[config.mk]
export PLATFORM = sky130hd
export DESIGN_NAME = ts_bus_master
export DESIGN_NICKNAME = d
export VERILOG_FILES = /design/src/rtl/ts_bus_master.sv
export SDC_FILE = /design/constraint.sdc
export NUM_CORES = 1
export LEC_CHECK = 0
export ABC_AREA = 1
export ABC_CLOCK_PERIOD_IN_PS = 2780
export BUFFER_PORTS_ARGS = -buffer_cell sky130_fd_sc_hd__buf_2
export CORE_ASPECT_RATIO = 0.9
export CORE_MARGIN = 2
export CORE_UTILIZATION = 59
export CTS_CLUSTER_DIAMETER = 40
export DETAILED_ROUTE_END_ITERATION = 12
export GPL_TIMING_DRIVEN = 0
export PLACE_DENSITY = 0.83
export SKIP_CTS_REPAIR_TIMING = 1
export SYNTH_ARGS = -nofsm -noshare
export SYNTH_HDL_FRONTEND = slang
export SYNTH_SLANG_ARGS = --single-unit
[constraint.sdc]
create_clock -name CLK -period 2.78 [get_ports CLK]
set_clock_uncertainty 0.2 [all_clocks]
set_input_delay 0.139 -clock CLK [delete_from_list [all_inputs] [get_ports CLK]]
set_output_delay 0.139 -clock CLK [all_outputs]
set_load 0.005 [all_outputs]
[src/rtl/ts_bus_master.sv]
`default_nettype none
// +----------------------------------------------------------------------------+
// | Module   : ts_bus_master                                                   |
// | Purpose  : Initiator for the AY/YM style BDIR/BC/data bus of the           |
// |            Turbosound-FM block. Turns a single-cycle register read/write   |
// |            request into stretched bus phases (select, address, write or    |
// |            read) that a responder with 2-flop synchronisers and a rising   |
// |            edge detector can follow.                                       |
// | Ports    : CLK, RESET_N (async, active low)                                |
// |            REQ/WR/CHIP/FM_ENA/STAT_SEL/ADDR/WDATA  request side            |
// |            BUSY/ACK/ERR/RDATA                      completion side         |
// |            BDIR/BC/DO/DI                           bus side                |
// | Options  : TSM_SEL_CACHE_EN - keep a shadow of the last select byte and    |
// |            skip the select phase when the request matches it.              |
// | Revision : 1.0  initial release                                            |
// +----------------------------------------------------------------------------+
module ts_bus_master #(
    parameter int HOLD_CYCLES = 4,
    parameter int GAP_CYCLES  = 4,
    parameter int RD_SETTLE   = 6
) (
    input  logic       CLK,
    input  logic       RESET_N,
    input  logic       REQ,
    input  logic       WR,
    input  logic       CHIP,
    input  logic       FM_ENA,
    input  logic       STAT_SEL,
    input  logic [7:0] ADDR,
    input  logic [7:0] WDATA,
    output logic       BUSY,
    output logic       ACK,
    output logic       ERR,
    output logic [7:0] RDATA,
    output logic       BDIR,
    output logic       BC,
    output logic [7:0] DO,
    input  logic [7:0] DI
);

    localparam logic [3:0] S_IDLE      = 4'd0;
    localparam logic [3:0] S_SEL_SETUP = 4'd1;
    localparam logic [3:0] S_SEL_ACT   = 4'd2;
    localparam logic [3:0] S_SEL_GAP   = 4'd3;
    localparam logic [3:0] S_ADR_SETUP = 4'd4;
    localparam logic [3:0] S_ADR_ACT   = 4'd5;
    localparam logic [3:0] S_ADR_GAP   = 4'd6;
    localparam logic [3:0] S_WR_SETUP  = 4'd7;
    localparam logic [3:0] S_WR_ACT    = 4'd8;
    localparam logic [3:0] S_WR_GAP    = 4'd9;
    localparam logic [3:0] S_RD_ACT    = 4'd10;
    localparam logic [3:0] S_RD_GAP    = 4'd11;
    localparam logic [3:0] S_DONE      = 4'd12;

    // Counter reload values: a state lasting N cycles loads N-1 and exits at 0.
    localparam logic [7:0] c_HOLD_LD   = 8'(HOLD_CYCLES - 1);
    localparam logic [7:0] c_GAP_LD    = 8'(GAP_CYCLES - 1);
    localparam logic [7:0] c_SETTLE_LD = 8'(RD_SETTLE - 1);

    logic [3:0] r_state;
    logic [7:0] r_cnt;
    logic       r_wr;
    logic [7:0] r_addr;
    logic [7:0] r_wdata;
    logic       r_busy;
    logic       r_ack;
    logic       r_err;
    logic [7:0] r_rdata;
    logic       r_bdir;
    logic       r_bc;
    logic [7:0] r_do;

    logic       w_cnt_done;
    logic       w_accept;
    logic       w_addr_bad;
    logic       w_need_sel;
    logic [7:0] w_sel_byte;

    assign w_cnt_done = (r_cnt == 8'd0);
    assign w_accept   = (r_state == S_IDLE) && REQ;
    // 0xF8..0xFF on the address phase would look like a select command.
    assign w_addr_bad = (ADDR[7:3] == 5'b11111);
    assign w_sel_byte = {5'b11111, ~FM_ENA, STAT_SEL, CHIP};

`ifdef TSM_SEL_CACHE_EN
    logic       r_shadow_vld;
    logic [2:0] r_shadow;
    logic [2:0] r_req_sel;
    logic       w_sel_done;

    assign w_sel_done = (r_state == S_SEL_GAP) && w_cnt_done;
    assign w_need_sel = !r_shadow_vld || (r_shadow != {CHIP, FM_ENA, STAT_SEL});

    always_ff @(posedge CLK or negedge RESET_N) begin
        if (!RESET_N) begin
            r_shadow_vld <= 1'b0;
            r_shadow     <= 3'b000;
            r_req_sel    <= 3'b000;
        end else begin
            if (w_accept) begin
                r_req_sel <= {CHIP, FM_ENA, STAT_SEL};
            end
            // Shadow only becomes valid once the responder has seen the phase.
            if (w_sel_done) begin
                r_shadow     <= r_req_sel;
                r_shadow_vld <= 1'b1;
            end
        end
    end
`else
    assign w_need_sel = 1'b1;
`endif

    always_ff @(posedge CLK or negedge RESET_N) begin
        if (!RESET_N) begin
            r_state <= S_IDLE;
            r_cnt   <= 8'd0;
            r_wr    <= 1'b0;
            r_addr  <= 8'h00;
            r_wdata <= 8'h00;
            r_busy  <= 1'b0;
            r_ack   <= 1'b0;
            r_err   <= 1'b0;
            r_rdata <= 8'h00;
            r_bdir  <= 1'b0;
            r_bc    <= 1'b0;
            r_do    <= 8'h00;
        end else begin
            r_ack <= 1'b0;
            r_err <= 1'b0;
            case (r_state)
                S_IDLE: begin
                    if (w_accept) begin
                        r_wr    <= WR;
                        r_addr  <= ADDR;
                        r_wdata <= WDATA;
                        r_busy  <= 1'b1;
                        r_cnt   <= 8'd0;
                        if (w_addr_bad) begin
                            r_state <= S_DONE;
                            r_ack   <= 1'b1;
                            r_err   <= 1'b1;
                        end else if (w_need_sel) begin
                            r_state <= S_SEL_SETUP;
                            r_bc    <= 1'b1;
                            r_do    <= w_sel_byte;
                        end else begin
                            r_state <= S_ADR_SETUP;
                            r_bc    <= 1'b1;
                            r_do    <= ADDR;
                        end
                    end
                end
                S_SEL_SETUP: begin
                    r_state <= S_SEL_ACT;
                    r_bdir  <= 1'b1;
                    r_cnt   <= c_HOLD_LD;
                end
                S_SEL_ACT: begin
                    if (w_cnt_done) begin
                        r_state <= S_SEL_GAP;
                        r_bdir  <= 1'b0;
                        r_bc    <= 1'b0;
                        r_cnt   <= c_GAP_LD;
                    end else begin
                        r_cnt <= r_cnt - 8'd1;
                    end
                end
                S_SEL_GAP: begin
                    if (w_cnt_done) begin
                        r_state <= S_ADR_SETUP;
                        r_bc    <= 1'b1;
                        r_do    <= r_addr;
                        r_cnt   <= 8'd0;
                    end else begin
                        r_cnt <= r_cnt - 8'd1;
                    end
                end
                S_ADR_SETUP: begin
                    r_state <= S_ADR_ACT;
                    r_bdir  <= 1'b1;
                    r_cnt   <= c_HOLD_LD;
                end
                S_ADR_ACT: begin
                    if (w_cnt_done) begin
                        r_state <= S_ADR_GAP;
                        r_bdir  <= 1'b0;
                        r_bc    <= 1'b0;
                        r_cnt   <= c_GAP_LD;
                    end else begin
                        r_cnt <= r_cnt - 8'd1;
                    end
                end
                S_ADR_GAP: begin
                    if (w_cnt_done) begin
                        if (r_wr) begin
                            r_state <= S_WR_SETUP;
                            r_bc    <= 1'b0;
                            r_do    <= r_wdata;
                            r_cnt   <= 8'd0;
                        end else begin
                            // Read: DO keeps the address, BC alone asks for data.
                            r_state <= S_RD_ACT;
                            r_bc    <= 1'b1;
                            r_cnt   <= c_SETTLE_LD;
                        end
                    end else begin
                        r_cnt <= r_cnt - 8'd1;
                    end
                end
                S_WR_SETUP: begin
                    r_state <= S_WR_ACT;
                    r_bdir  <= 1'b1;
                    r_cnt   <= c_HOLD_LD;
                end
                S_WR_ACT: begin
                    if (w_cnt_done) begin
                        r_state <= S_WR_GAP;
                        r_bdir  <= 1'b0;
                        r_bc    <= 1'b0;
                        r_cnt   <= c_GAP_LD;
                    end else begin
                        r_cnt <= r_cnt - 8'd1;
                    end
                end
                S_WR_GAP, S_RD_GAP: begin
                    if (w_cnt_done) begin
                        r_state <= S_DONE;
                        r_ack   <= 1'b1;
                        r_cnt   <= 8'd0;
                    end else begin
                        r_cnt <= r_cnt - 8'd1;
                    end
                end
                S_RD_ACT: begin
                    if (w_cnt_done) begin
                        r_rdata <= DI;
                        r_state <= S_RD_GAP;
                        r_bc    <= 1'b0;
                        r_cnt   <= c_GAP_LD;
                    end else begin
                        r_cnt <= r_cnt - 8'd1;
                    end
                end
                S_DONE: begin
                    r_state <= S_IDLE;
                    r_busy  <= 1'b0;
                    r_cnt   <= 8'd0;
                end
                default: begin
                    r_state <= S_IDLE;
                    r_busy  <= 1'b0;
                    r_bdir  <= 1'b0;
                    r_bc    <= 1'b0;
                    r_cnt   <= 8'd0;
                end
            endcase
        end
    end

    assign BUSY  = r_busy;
    assign ACK   = r_ack;
    assign ERR   = r_err;
    assign RDATA = r_rdata;
    assign BDIR  = r_bdir;
    assign BC    = r_bc;
    assign DO    = r_do;

endmodule
`default_nettype wire
* Yosys cells after proc, flatten, opt, wreduce, memory -nomap -nowiden *
Cells that the tools add are included.

storage, ports and cells
  bits in registers = 50
  output and inout bits = 21
  logic and storage cells = 99
  bits of input ports = 31

cells by class
  $add $sub $neg = 1
  multiplexer cells = 38
  bitwise operators = 4
  equality and inequality tests = 25
  reductions and logical operators = 19

operators by type and width
  cell                 number
  $mux 8               9
  $pmux 4 s11          1
  $mux 4               10
  $pmux 8 s5           1
  $pmux 8 s3           1
  $eq 4x4->1 const B   5
  $ne 2x2->1 const B   10
  $eq 4x3->1 const B   4
  $reduce_and 6->1     2
  $mux 1               11
  $reduce_or 11->1     1
  $reduce_or 3->1      3
  $eq 4x2->1 const B   2
  $logic_not 8->1      1
  $reduce_and 2->1     4
  $reduce_and 8->1     1
  $sub 8x1->8 const B  1
  $reduce_or 7->1      1
  $reduce_or 6->1      1
  $eq 5x5->1 const B   1
  $pmux 1 s5           1
  $eq 4x1->1 const B   1
  $logic_not 4->1      1
  $ne 2x1->1 const B   2
  other kinds (8)      12

* Logic depth before layout (Yosys ltp) *
Gate-level depths: netlist of the first run.

  depth after elaboration = 4
  depth in mapped cells = 11
  mapped depth without buffers = 9

* Least setup slack after synthesis of the first run *
OpenSTA, ideal clock, no wires.

  path kind = flip-flop to flip-flop
  from = register r_cnt[0]
  to = register r_do[6], in the netlist DO[6]
  cell stages (with the launch flop) = 11
  library setup time = 0.121 ns
  data required time = 2.459 ns
  path slack = 0.999 ns
  arrival time = 1.460 ns
  path through = dfrtp_1 inv_1 ha_1 nand2_1 nor2_1 nand2_2 nand2_1 nand2_2 buf_6 nand2_1 o21ai_2

on the way
  longest elaborated chain between the ends = 3
  elaborated cells between the ends (all ways) = 4
  those cells by class = eq/ne (2); reduce/logical (2)

RTL lines
  what                            RTL line  RTL
  from (decl)                     61        logic [7:0] r_cnt;
  from (signal assigned)          157       r_cnt <= c_HOLD_LD;
  from (signal assigned)          164       r_cnt <= c_GAP_LD;
  from (signal assigned)          166       r_cnt <= r_cnt - 8'd1;
  $logic_not 8->1 (*)             79        assign w_cnt_done = (r_cnt == 8'd0);
  $ne 2x2->1 (no line)            -
  $reduce_and 6->1 (no line) (*)  -
  to (signal assigned)            146       r_do <= w_sel_byte;
  to (signal assigned)            173       r_do <= r_addr;
  to (signal assigned)            199       r_do <= r_wdata;
  to (decl)                       71        logic [7:0] r_do;

Every way passes the cells marked *; elsewhere a longest branch is shown, timed or not.
A chain may end at the register's enable or synchronous reset.

* Worst setup path after layout of the first run *
  from = register r_cnt[0]
  to = register r_rdata[6], in the netlist RDATA[6]

on the way
  longest elaborated chain between the ends = 2

RTL lines
  what                        RTL line  RTL
  $logic_not 8->1             79
  $reduce_and 2->1 (no line)  -
  to (signal assigned)        124       r_rdata <= 8'h00;
  to (signal assigned)        237       r_rdata <= DI;
  to (decl)                   68        logic [7:0] r_rdata;

Every way passes these cells.

==> flow_metrics.env, run 1 <==
export IMPL_unique_cell_type_count_in_the_yosys_netlist=27
export IMPL_port_buffers=51
export IMPL_worstSkewPairLatency_ps=310
export IMPL_tritoncts="done"
export IMPL_post_route_period_util=0.7403
export IMPL_total_length_of_routed_wires_microns=6698
export IMPL_power_share_sequential=0.348
export IMPL_floorplan_initialDensity=0.6227
export IMPL_power_switching_share=0.4480
export IMPL_detailed_place_hpwl_microns=3985
export IMPL_leading_cell_types_by_count_after_synthesis="85 x nand2_1, 50 x dfrtp_1, 32 x inv_1"
export IMPL_yosys_area_top_type="dfrtp_1"
export IMPL_grt_ovfl_total=0
export IMPL_power_clock_fraction=0.127
export IMPL_synth_area_sq_um=2571
export IMPL_synth_area_leaders="dfrtp_1 49%, nand2_1 12%, nand3_1 4.9%"
export IMPL_synth_enable_flop_cells=0
export IMPL_worst_endpoint_arrival_ps=2030
export IMPL_count_of_final_hold_check_violations=1
export IMPL_post_synth_cell_area_avg_sq_um=8.241
export IMPL_violations="hold timing"
export IMPL_timing_critical_path_buf_inv=2
export IMPL_max_cap_violations=0
export IMPL_cts_max_level=2
export IMPL_antenna_found_initial=0
export IMPL_synthAdderAreaFrac=0.009732
export IMPL_cts_made_buffers=5
export IMPL_clockRootBuffer="clkbuf_8"
export IMPL_peakVddDrop_v=0.0006432
export IMPL_worstPathMaxFanout=10
export IMPL_critical_path_top_cell_by_count="nand2_1"
export IMPL_gpl_final_weighted_congestion=0.9111
export IMPL_tns_ps=0
export IMPL_synth_simple_gate_area_share=0.2740
export IMPL_die_w_microns=73.59
export IMPL_switchingPower_mw=1.625
export IMPL_relSlewSlack=0.2772
export IMPL_clock_sink_count=50
export IMPL_antenna_left=0
export IMPL_detailroute_via_count=2399
export IMPL_setup_repair_after_global_routing_missed_its_margin="false"
export IMPL_syn_inst=312
export IMPL_cts_max_path_bufs=2
export IMPL_drt_iter0_markers=194
export IMPL_synth_mux_area_fraction=0.04818
export IMPL_crit_chain="inv_1, ha_1, nand2_1, nor2_1, nand4_2, clkbuf_1, nand2_1, o21ai_1"
export IMPL_ioPinCount=52
export IMPL_place_detailed_instances=411
export IMPL_synth_top_area_share=0.4866
export IMPL_first_pass_iters=4
export IMPL_layout_nets=431
export IMPL_post_synthesis_compound_gate_area_fraction=0.09586
export IMPL_power_internal_mw=2.002
export IMPL_period_minus_slack_ps=2058
export IMPL_synth_seq_cells=50
export IMPL_worstSetupPathType="flip-flop to flip-flop"
export IMPL_cpLargestDelayFamily="simple AND/OR/NAND/NOR gates"
export IMPL_mappedNetlistNets=345
export IMPL_drt_vias_per_instance=5.367
export IMPL_synthesis_to_finish_area_growth_pct=26.86
export IMPL_combinationalPowerShare=0.526
export IMPL_maximum_number_of_pins_on_one_net_before_global_route_repair=51
export IMPL_synth_seq_area_share=0.4866
export IMPL_yosys_warnings=0
export IMPL_worst_path_largest_cell_delay_ps=410
export IMPL_timing_final_setup_violations=0
export IMPL_synth_xor_xnor_area_share=0.01703
export IMPL_final_instance_count_excl_fill=447
export IMPL_drive_above_1_share=0.2632
export IMPL_antenna_diode_count=0
export IMPL_pwr_density_cell_nw_per_um2=1112
export IMPL_die_height_microns=66.63
export IMPL_main_combinational_cell_family_by_area_after_synthesis="simple AND/OR/NAND/NOR gates"
export IMPL_cts_reportedPaths_clkPinSlew_ps=100
export IMPL_floorplan_die_area_sq_um=4903
export IMPL_worst_slew_pin_transition_ps=1084
export IMPL_dominantRegCellSynth="dfrtp_1"
export IMPL_core_region_area_sq_um=4129
export IMPL_grt_first_pass_wirelength_microns=9170
export IMPL_drv_slew=0
export IMPL_async_flop_share=1.000
export IMPL_via_count_of_the_first_global_routing_pass=2020
export IMPL_static_leakage_power_nw=1.755
export IMPL_critical_path_endpoint_type="flip-flop"
export IMPL_remaining_drc_errors=0
export IMPL_outcome="finished, violations left"
export IMPL_critical_path_slowest_cell="dfrtp_1"
export IMPL_worst_setup_path_start_kind="flip-flop"
export IMPL_max_clock_freq_mhz=485.9
export IMPL_yosysMostFrequentCell="nand2_1"
export IMPL_worst_endpoint_required_ps=2750
export IMPL_post_drt_wl_per_cell_microns=14.98
export IMPL_timing_hold_worst_class="input port to flip-flop"
export IMPL_placement_rows=22
export IMPL_gr_usage_all_layers=0.2494
export IMPL_fin_hold_ws_ps=-24.02
[kinds of logic (layout without fill, tap and decap cells)]
kind of cell / after synthesis / after routing
xor+xnor: 5 / 5
flops: 50 / 50
compound gates: 44 / 44
buf+inv: 43 / 130
mux: 11 / 11
fa+ha+maj: 2 / 2
simple gates: 157 / 157
[cell type report]
class	instances	area, sq um
flip-flops and latches	50	1251
repair buffers	79	535.5
clock inverters	1	8.758
multi-input cells	219	1144
fillers	284	867.1
plain buffers	6	37.54
inverters	37	138.9
well taps	48	60.06
clock buffers	7	86.33
[power by group through the flow]
stage          Clock [mW]  Combinational (mW)  Sequential [mW]
3_5_place_dp            0                1.81             1.25
5_1_grt             0.496                2.18             1.29
6_report            0.460                1.91             1.26
4_1_cts             0.452                1.82             1.24
3_3_place_gp            0                1.77             1.23
2_1_floorplan           0                1.37             1.23
[metrics by stage]
step | utilization | power [mW] | area [sq um] | worst slack [ps] | hold slack, ps
4_1_cts | 0.7221 | 3.515 | 2982 | 742.9 | -145.1
2_1_floorplan | - | 2.595 | 2571 | 998.7 | -356.6
5_1_grt | 0.7900 | 3.964 | 3262 | 542.3 | 13.05
3_5_place_dp | 0.6991 | 3.063 | 2887 | 785.5 | 176.8
3_3_place_gp | 0.6991 | 3.004 | 2887 | 803.0 | 167.4
6_report | 0.7900 | 3.627 | 3262 | 721.8 | -24.02
[routing by layer]
metal  vias up  routed length [microns]  global-route usage
li1       1171                        -                   -
met1      1114                     2828              0.3527
met2       100                     3318              0.3772
met4         0                      118             0.07727
met3        14                      433             0.06203
met5         -                        0                   0
[final timing paths]
path / start / end / slack, ps / cells after the start
max in group asynchronous: RESET_N / r_cnt[0] / 1310 / 2
min in group asynchronous: RESET_N / r_addr[2] / 410 / 2
worst min-delay path: STAT_SEL / DO[1] / -20 / 5
worst max register to register: r_cnt[0] / RDATA[6] / 720 / 8
worst min register to register: BDIR / BDIR / 270 / 2
worst max-delay path: r_cnt[0] / RDATA[6] / 720 / 8
[layout by cell type (no fill, tap or decap), types with 2 or more instances in the layout]
cell,n
inv_2,5
nand2_1,85
xor2_1,4
dfrtp_1,50
nor2_1,22
o21ai_2,5
o21ai_0,14
buf_2,54
inv_1,32
o22ai_1,2
nand2_2,12
dlygate4sd3_1,28
nand3_1,25
o211ai_1,2
ha_1,2
nor2_4,3
nand4_1,2
clkbuf_1,2
o21ai_1,3
nor2_2,6
a21oi_1,18
clkbuf_8,6
mux2_2,10
[worst reg2reg max path, delay by kind of cell, from the launching register on]
family | cells | cell delay, ps
buffers and inverters | 2 | 390
AO/OA/AOI/OAI | 1 | 100
AND/OR/NAND/NOR | 4 | 680
flip-flops | 1 | 410
adder cells (fa/ha/maj) | 1 | 150
[flip-flops by register name, summed over array words and instances (netlist names)]
name and cells:
r_addr 8, r_wdata 8, r_wr 1, RDATA 8, r_state 4, BDIR 1
BC 1, ERR 1, r_cnt 8, ACK 1, BUSY 1, DO 8
(Power assumes the default switching activity.)
==> run 2: changes to the inputs <==
--- a/config.mk
+++ b/config.mk
@@ -6,15 +6,15 @@
 export NUM_CORES = 1
 export LEC_CHECK = 0
 export ABC_AREA = 1
-export ABC_CLOCK_PERIOD_IN_PS = 2780
+export ABC_CLOCK_PERIOD_IN_PS = 2100
 export BUFFER_PORTS_ARGS = -buffer_cell sky130_fd_sc_hd__buf_2
 export CORE_ASPECT_RATIO = 0.9
 export CORE_MARGIN = 2
-export CORE_UTILIZATION = 59
+export CORE_UTILIZATION = 55
 export CTS_CLUSTER_DIAMETER = 40
 export DETAILED_ROUTE_END_ITERATION = 12
 export GPL_TIMING_DRIVEN = 0
-export PLACE_DENSITY = 0.83
+export PLACE_DENSITY = 0.78
 export SKIP_CTS_REPAIR_TIMING = 1
 export SYNTH_ARGS = -nofsm -noshare
 export SYNTH_HDL_FRONTEND = slang
==> constraint.sdc (replaced) <==
create_clock -name CLK -period 2.1 [get_ports CLK]
set_clock_uncertainty 0.2 [all_clocks]
set_input_delay 0.105 -clock CLK [delete_from_list [all_inputs] [get_ports CLK]]
set_output_delay 0.105 -clock CLK [all_outputs]
set_load 0.005 [all_outputs]
==> flow_metrics.env, run 2 (same netlist as run 1, synthesis figures left out) <==
export IMPL_outcome="finished, final reports clean"
export IMPL_period_minus_slack_ps=2063
export IMPL_grt_ovfl_total=0
export IMPL_clockRootBuffer="clkbuf_8"
export IMPL_worst_endpoint_arrival_ps=2050
export IMPL_final_instance_count_excl_fill=460
export IMPL_cts_reportedPaths_clkPinSlew_ps=90
export IMPL_tritoncts="done"
export IMPL_final_design_area_no_fill_sq_um=3307
export IMPL_critical_path_endpoint_type="flip-flop"
export IMPL_floorplan_die_area_sq_um=5239
export IMPL_via_count_of_the_first_global_routing_pass=2087
export IMPL_peakVddDrop_v=0.0007927
export IMPL_timing_final_setup_violations=0
export IMPL_detailroute_via_count=2355
export IMPL_clock_sink_count=50
export IMPL_smallest_setup_slack_after_layout_ps=36.95
export IMPL_worst_setup_path_start_kind="flip-flop"
export IMPL_layout_nets=431
export IMPL_synthesis_to_finish_area_growth_pct=28.61
export IMPL_relSlewSlack=0.2781
export IMPL_final_common_cell="nand2_1"
export IMPL_grt_first_pass_wirelength_microns=9425
export IMPL_pwr_density_cell_nw_per_um2=1468
export IMPL_worstSetupPathType="flip-flop to flip-flop"
export IMPL_worstSkewPairLatency_ps=310
export IMPL_drv_slew=0
export IMPL_setup_repair_after_global_routing_missed_its_margin="true"
export IMPL_detailed_place_hpwl_microns=4157
export IMPL_first_pass_iters=4
export IMPL_postPlaceCellArea_sq_um=2904
export IMPL_drt_vias_per_instance=5.120
export IMPL_drive_above_1_share=0.2688
export IMPL_antenna_diode_count=0
export IMPL_antenna_found_initial=0
export IMPL_combinationalPowerShare=0.525
export IMPL_worst_slew_pin_transition_ps=1083
export IMPL_worstPathMaxFanout=10
export IMPL_cts_max_path_bufs=2
export IMPL_die_w_microns=76.07
export IMPL_post_route_period_util=0.9824
export IMPL_max_cap_violations=0
export IMPL_rr_worst_depth=6
export IMPL_core_region_area_sq_um=4489
export IMPL_floorplan_initialDensity=0.5727
export IMPL_place_detailed_instances=425
export IMPL_gpl_final_weighted_congestion=0.9259
export IMPL_power_internal_mw=2.738
export IMPL_timing_hold_worst_class="input port to flip-flop"
export IMPL_power_share_sequential=0.338
export IMPL_ioPinCount=52
export IMPL_pre_cts_slack_ps=107.3
export IMPL_drt_iter0_markers=138
export IMPL_gr_usage_all_layers=0.2314
export IMPL_port_buffers=51
export IMPL_regToRegSetupSlack_ps=40
export IMPL_antenna_left=0
export IMPL_die_height_microns=68.87
export IMPL_placement_rows=23
export IMPL_holdPathStages=5
export IMPL_power_switching_share=0.4362
export IMPL_total_length_of_routed_wires_microns=6451
export IMPL_switchingPower_mw=2.118
export IMPL_cts_max_level=2
export IMPL_post_drt_wl_per_cell_microns=14.02
export IMPL_max_clock_freq_mhz=484.7
export IMPL_most_common_layout_cells="84 x nand2_1, 54 x buf_2, 50 x dfrtp_1"
export IMPL_final_core_util=0.7366
export IMPL_worst_endpoint_required_ps=2090
export IMPL_cts_made_buffers=5
export IMPL_static_leakage_power_nw=1.764
export IMPL_count_of_final_hold_check_violations=0
export IMPL_power_clock_fraction=0.137
export IMPL_maximum_number_of_pins_on_one_net_before_global_route_repair=51
export IMPL_remaining_drc_errors=0
## run 2: through the flow
stage	setup TNS (ps)	total power, mW	hold slack, ps
5_1_grt	-91.24	5.331	11.01
3_3_place_gp	0	4.017	133.4
3_5_place_dp	0	4.094	142.4
4_1_cts	0	4.758	-183.7
6_report	0	4.856	3.672
2_1_floorplan	0	3.436	-390.6
## run 2: final timing paths
kind / from / endpoint
min in group asynchronous: RESET_N / r_wdata[7]
max reg2reg: r_cnt[2] / RDATA[1]
min reg2reg: BDIR / BDIR
min: CHIP / DO[0]
max: r_cnt[2] / RDATA[1]
max in group asynchronous: RESET_N / DO[4]
## run 2: power groups by stage
| stage | Clock [mW] | Combinational [mW] | Sequential (mW) |
|---|---|---|---|
| final | 0.665 | 2.55 | 1.64 |
| after global routing | 0.714 | 2.93 | 1.69 |
| after CTS | 0.673 | 2.45 | 1.63 |
| after detailed placement | 0 | 2.46 | 1.64 |
| after global placement | 0 | 2.39 | 1.63 |
| after floorplan | 0 | 1.81 | 1.62 |
## run 2: worst max-delay path: stages (launching register included)
cell and delay (ps):
dfrtp_1 410, inv_1 90, nand2_1 70, nor2_1 280, nand4_2 270, clkbuf_1 280
o21ai_0 330
## run 2: cell type report
class                           instances  area (sq um)
Buffer                                  6         37.54
Clock buffer                            5         68.82
Clock inverter                          2         38.79
Fill cell                             351          1182
Inverter                               37         138.9
Multi-Input combinational cell        219          1159
Sequential cell                        50          1251
Tap cell                               62         77.57
Timing Repair Buffer                   79         535.5
## run 2: routing by layer
layer / track usage / wire length, microns / vias to the layer above
met5: 0 / 0 / -
met4: 0.07500 / 110 / 0
met3: 0.04297 / 396 / 11
met2: 0.3694 / 2961 / 80
met1: 0.3269 / 2982 / 1096
li1: - / - / 1168
==> run 3: changes to the inputs <==
--- a/config.mk
+++ b/config.mk
@@ -14,6 +14,7 @@
 export CTS_CLUSTER_DIAMETER = 40
 export DETAILED_ROUTE_END_ITERATION = 12
 export GPL_TIMING_DRIVEN = 0
+export MAX_ROUTING_LAYER = met4
 export PLACE_DENSITY = 0.78
 export SKIP_CTS_REPAIR_TIMING = 1
 export SYNTH_ARGS = -nofsm -noshare
==> flow_metrics.env, run 3 (same netlist as run 1, synthesis figures left out) <==
export IMPL_holdPathStages=5
export IMPL_count_of_final_hold_check_violations=0
export IMPL_grt_util_met1=0.3187
export IMPL_antenna_left=0
export IMPL_setup_repair_after_global_routing_missed_its_margin="true"
export IMPL_layout_nets=431
export IMPL_antenna_found_initial=0
export IMPL_drt_iter0_markers=202
export IMPL_pwr_density_cell_nw_per_um2=1482
export IMPL_peakVddDrop_v=0.0007996
export IMPL_detailed_place_hpwl_microns=4258
export IMPL_maximum_number_of_pins_on_one_net_before_global_route_repair=51
export IMPL_rr_worst_depth=7
export IMPL_relSlewSlack=0.2760
export IMPL_critical_path_slowest_cell="dfrtp_1"
export IMPL_static_leakage_power_nw=1.760
export IMPL_gpl_final_weighted_congestion=0.8932
export IMPL_cts_made_buffers=5
export IMPL_drive_above_1_share=0.2688
export IMPL_worst_endpoint_arrival_ps=1970
export IMPL_drt_vias_per_instance=5.163
export IMPL_power_internal_mw=2.733
export IMPL_worst_path_largest_cell_delay_ps=410
export IMPL_total_length_of_routed_wires_microns=6654
export IMPL_timing_hold_worst_class="input port to flip-flop"
export IMPL_worst_slew_pin_transition_ps=1086
export IMPL_max_clock_freq_mhz=509.3
export IMPL_most_common_layout_cells="85 x nand2_1, 54 x buf_2, 49 x dfrtp_1"
export IMPL_post_route_period_util=0.9351
export IMPL_remaining_drc_errors=0
export IMPL_tritoncts="done"
export IMPL_outcome="finished, final reports clean"
export IMPL_first_pass_iters=4
export IMPL_critical_path_endpoint_type="flip-flop"
export IMPL_final_design_area_no_fill_sq_um=3301
export IMPL_worstSetupPathType="flip-flop to flip-flop"
export IMPL_globalRouteMet2Util=0.3873
export IMPL_cts_max_path_bufs=2
export IMPL_grt_ovfl_total=0
export IMPL_power_clock_fraction=0.137
export IMPL_die_w_microns=76.07
export IMPL_port_buffers=51
export IMPL_met3_usage=0.04818
export IMPL_postPlaceCellArea_sq_um=2904
export IMPL_max_cap_violations=0
export IMPL_antenna_diode_count=0
export IMPL_clockRootBuffer="clkbuf_8"
export IMPL_timing_final_setup_violations=0
export IMPL_final_core_util=0.7352
export IMPL_floorplan_die_area_sq_um=5239
export IMPL_worstPathMaxFanout=10
export IMPL_cts_max_level=2
export IMPL_post_drt_wl_per_cell_microns=14.47
export IMPL_detailroute_via_count=2375
export IMPL_gr_usage_all_layers=0.2428
export IMPL_power_share_sequential=0.340
export IMPL_via_count_of_the_first_global_routing_pass=2132
export IMPL_switchingPower_mw=2.158
export IMPL_drv_slew=0
export IMPL_worst_setup_path_start_kind="flip-flop"
export IMPL_crit_chain="inv_1, ha_1, nand2_1, nor2_2, nand4_2, clkbuf_1, o21ai_0"
export IMPL_grt_busiest_layer="met2"
export IMPL_pre_cts_slack_ps=124.9
export IMPL_power_switching_share=0.4412
export IMPL_worst_endpoint_required_ps=2100
export IMPL_worstSkewPairLatency_ps=300
export IMPL_die_height_microns=68.87
export IMPL_placement_rows=23
export IMPL_ioPinCount=52
export IMPL_final_common_cell="nand2_1"
export IMPL_smallest_setup_slack_after_layout_ps=136.3
export IMPL_grt_first_pass_wirelength_microns=9459
export IMPL_core_region_area_sq_um=4489
export IMPL_period_minus_slack_ps=1964
export IMPL_combinationalPowerShare=0.523
export IMPL_clock_sink_count=50
export IMPL_floorplan_initialDensity=0.5727
export IMPL_synthesis_to_finish_area_growth_pct=28.37
export IMPL_cts_reportedPaths_clkPinSlew_ps=90
-- run 3: cell counts in the layout (fill, tap and decap cells not counted) --
No cell type changed its count.
-- run 3: stage by stage --
step / hold WS, ps / total power [mW] / cells / TNS (ps)
final: 10.45 / 4.890 / 460 / 0
after global routing: 50.12 / 5.328 / 460 / -5.677
after CTS: -181.4 / 4.765 / 432 / 0
after detailed placement: 141.6 / 4.092 / 425 / 0
after global placement: 133.1 / 4.026 / 425 / 0
after floorplan: -390.6 / 3.436 / 312 / 0
-- run 3: worst paths after layout --
check | from | slack, ps | end
hold / removal | CHIP | 10 | DO[0]
setup reg to reg | r_cnt[0] | 140 | RDATA[0]
setup / recovery | r_cnt[0] | 140 | RDATA[0]
max in group asynchronous | RESET_N | 590 | r_state[2]
min in group asynchronous | RESET_N | 360 | r_wdata[2]
hold reg to reg | DO[0] | 280 | DO[0]
-- run 3: layer usage --
metal | wire [microns] | vias to the layer above
li1 | - | 1161
met1 | 2964 | 1126
met3 | 349 | 8
met4 | 94 | 0
met5 | 0 | -
met2 | 3245 | 80
-- run 3: layout make-up --
type | instances | area [sq um]
clock buffer | 5 | 68.82
timing repair buffer | 79 | 535.5
tap | 62 | 77.57
clock inverter | 2 | 38.79
inverter | 37 | 138.9
multi-input combinational | 219 | 1151
buffer | 6 | 37.54
fill | 349 | 1189
sequential | 50 | 1252
-- run 3: power by group through the flow --
stage | Clock [mW] | Sequential (mW) | Combinational [mW]
after floorplan | 0 | 1.62 | 1.81
after global placement | 0 | 1.63 | 2.39
after detailed placement | 0 | 1.65 | 2.44
after CTS | 0.678 | 1.64 | 2.45
after global routing | 0.718 | 1.70 | 2.91
final | 0.671 | 1.66 | 2.56
-- run 3: critical path: cells and delay by family (launching register included) --
| family | cells | cell delay, ps |
|---|---|---|
| AND/OR/NAND/NOR | 3 | 450 |
| flip-flops | 1 | 410 |
| AO/OA/AOI/OAI | 1 | 280 |
| adder cells (fa/ha/maj) | 1 | 150 |
| buffers and inverters | 2 | 370 |
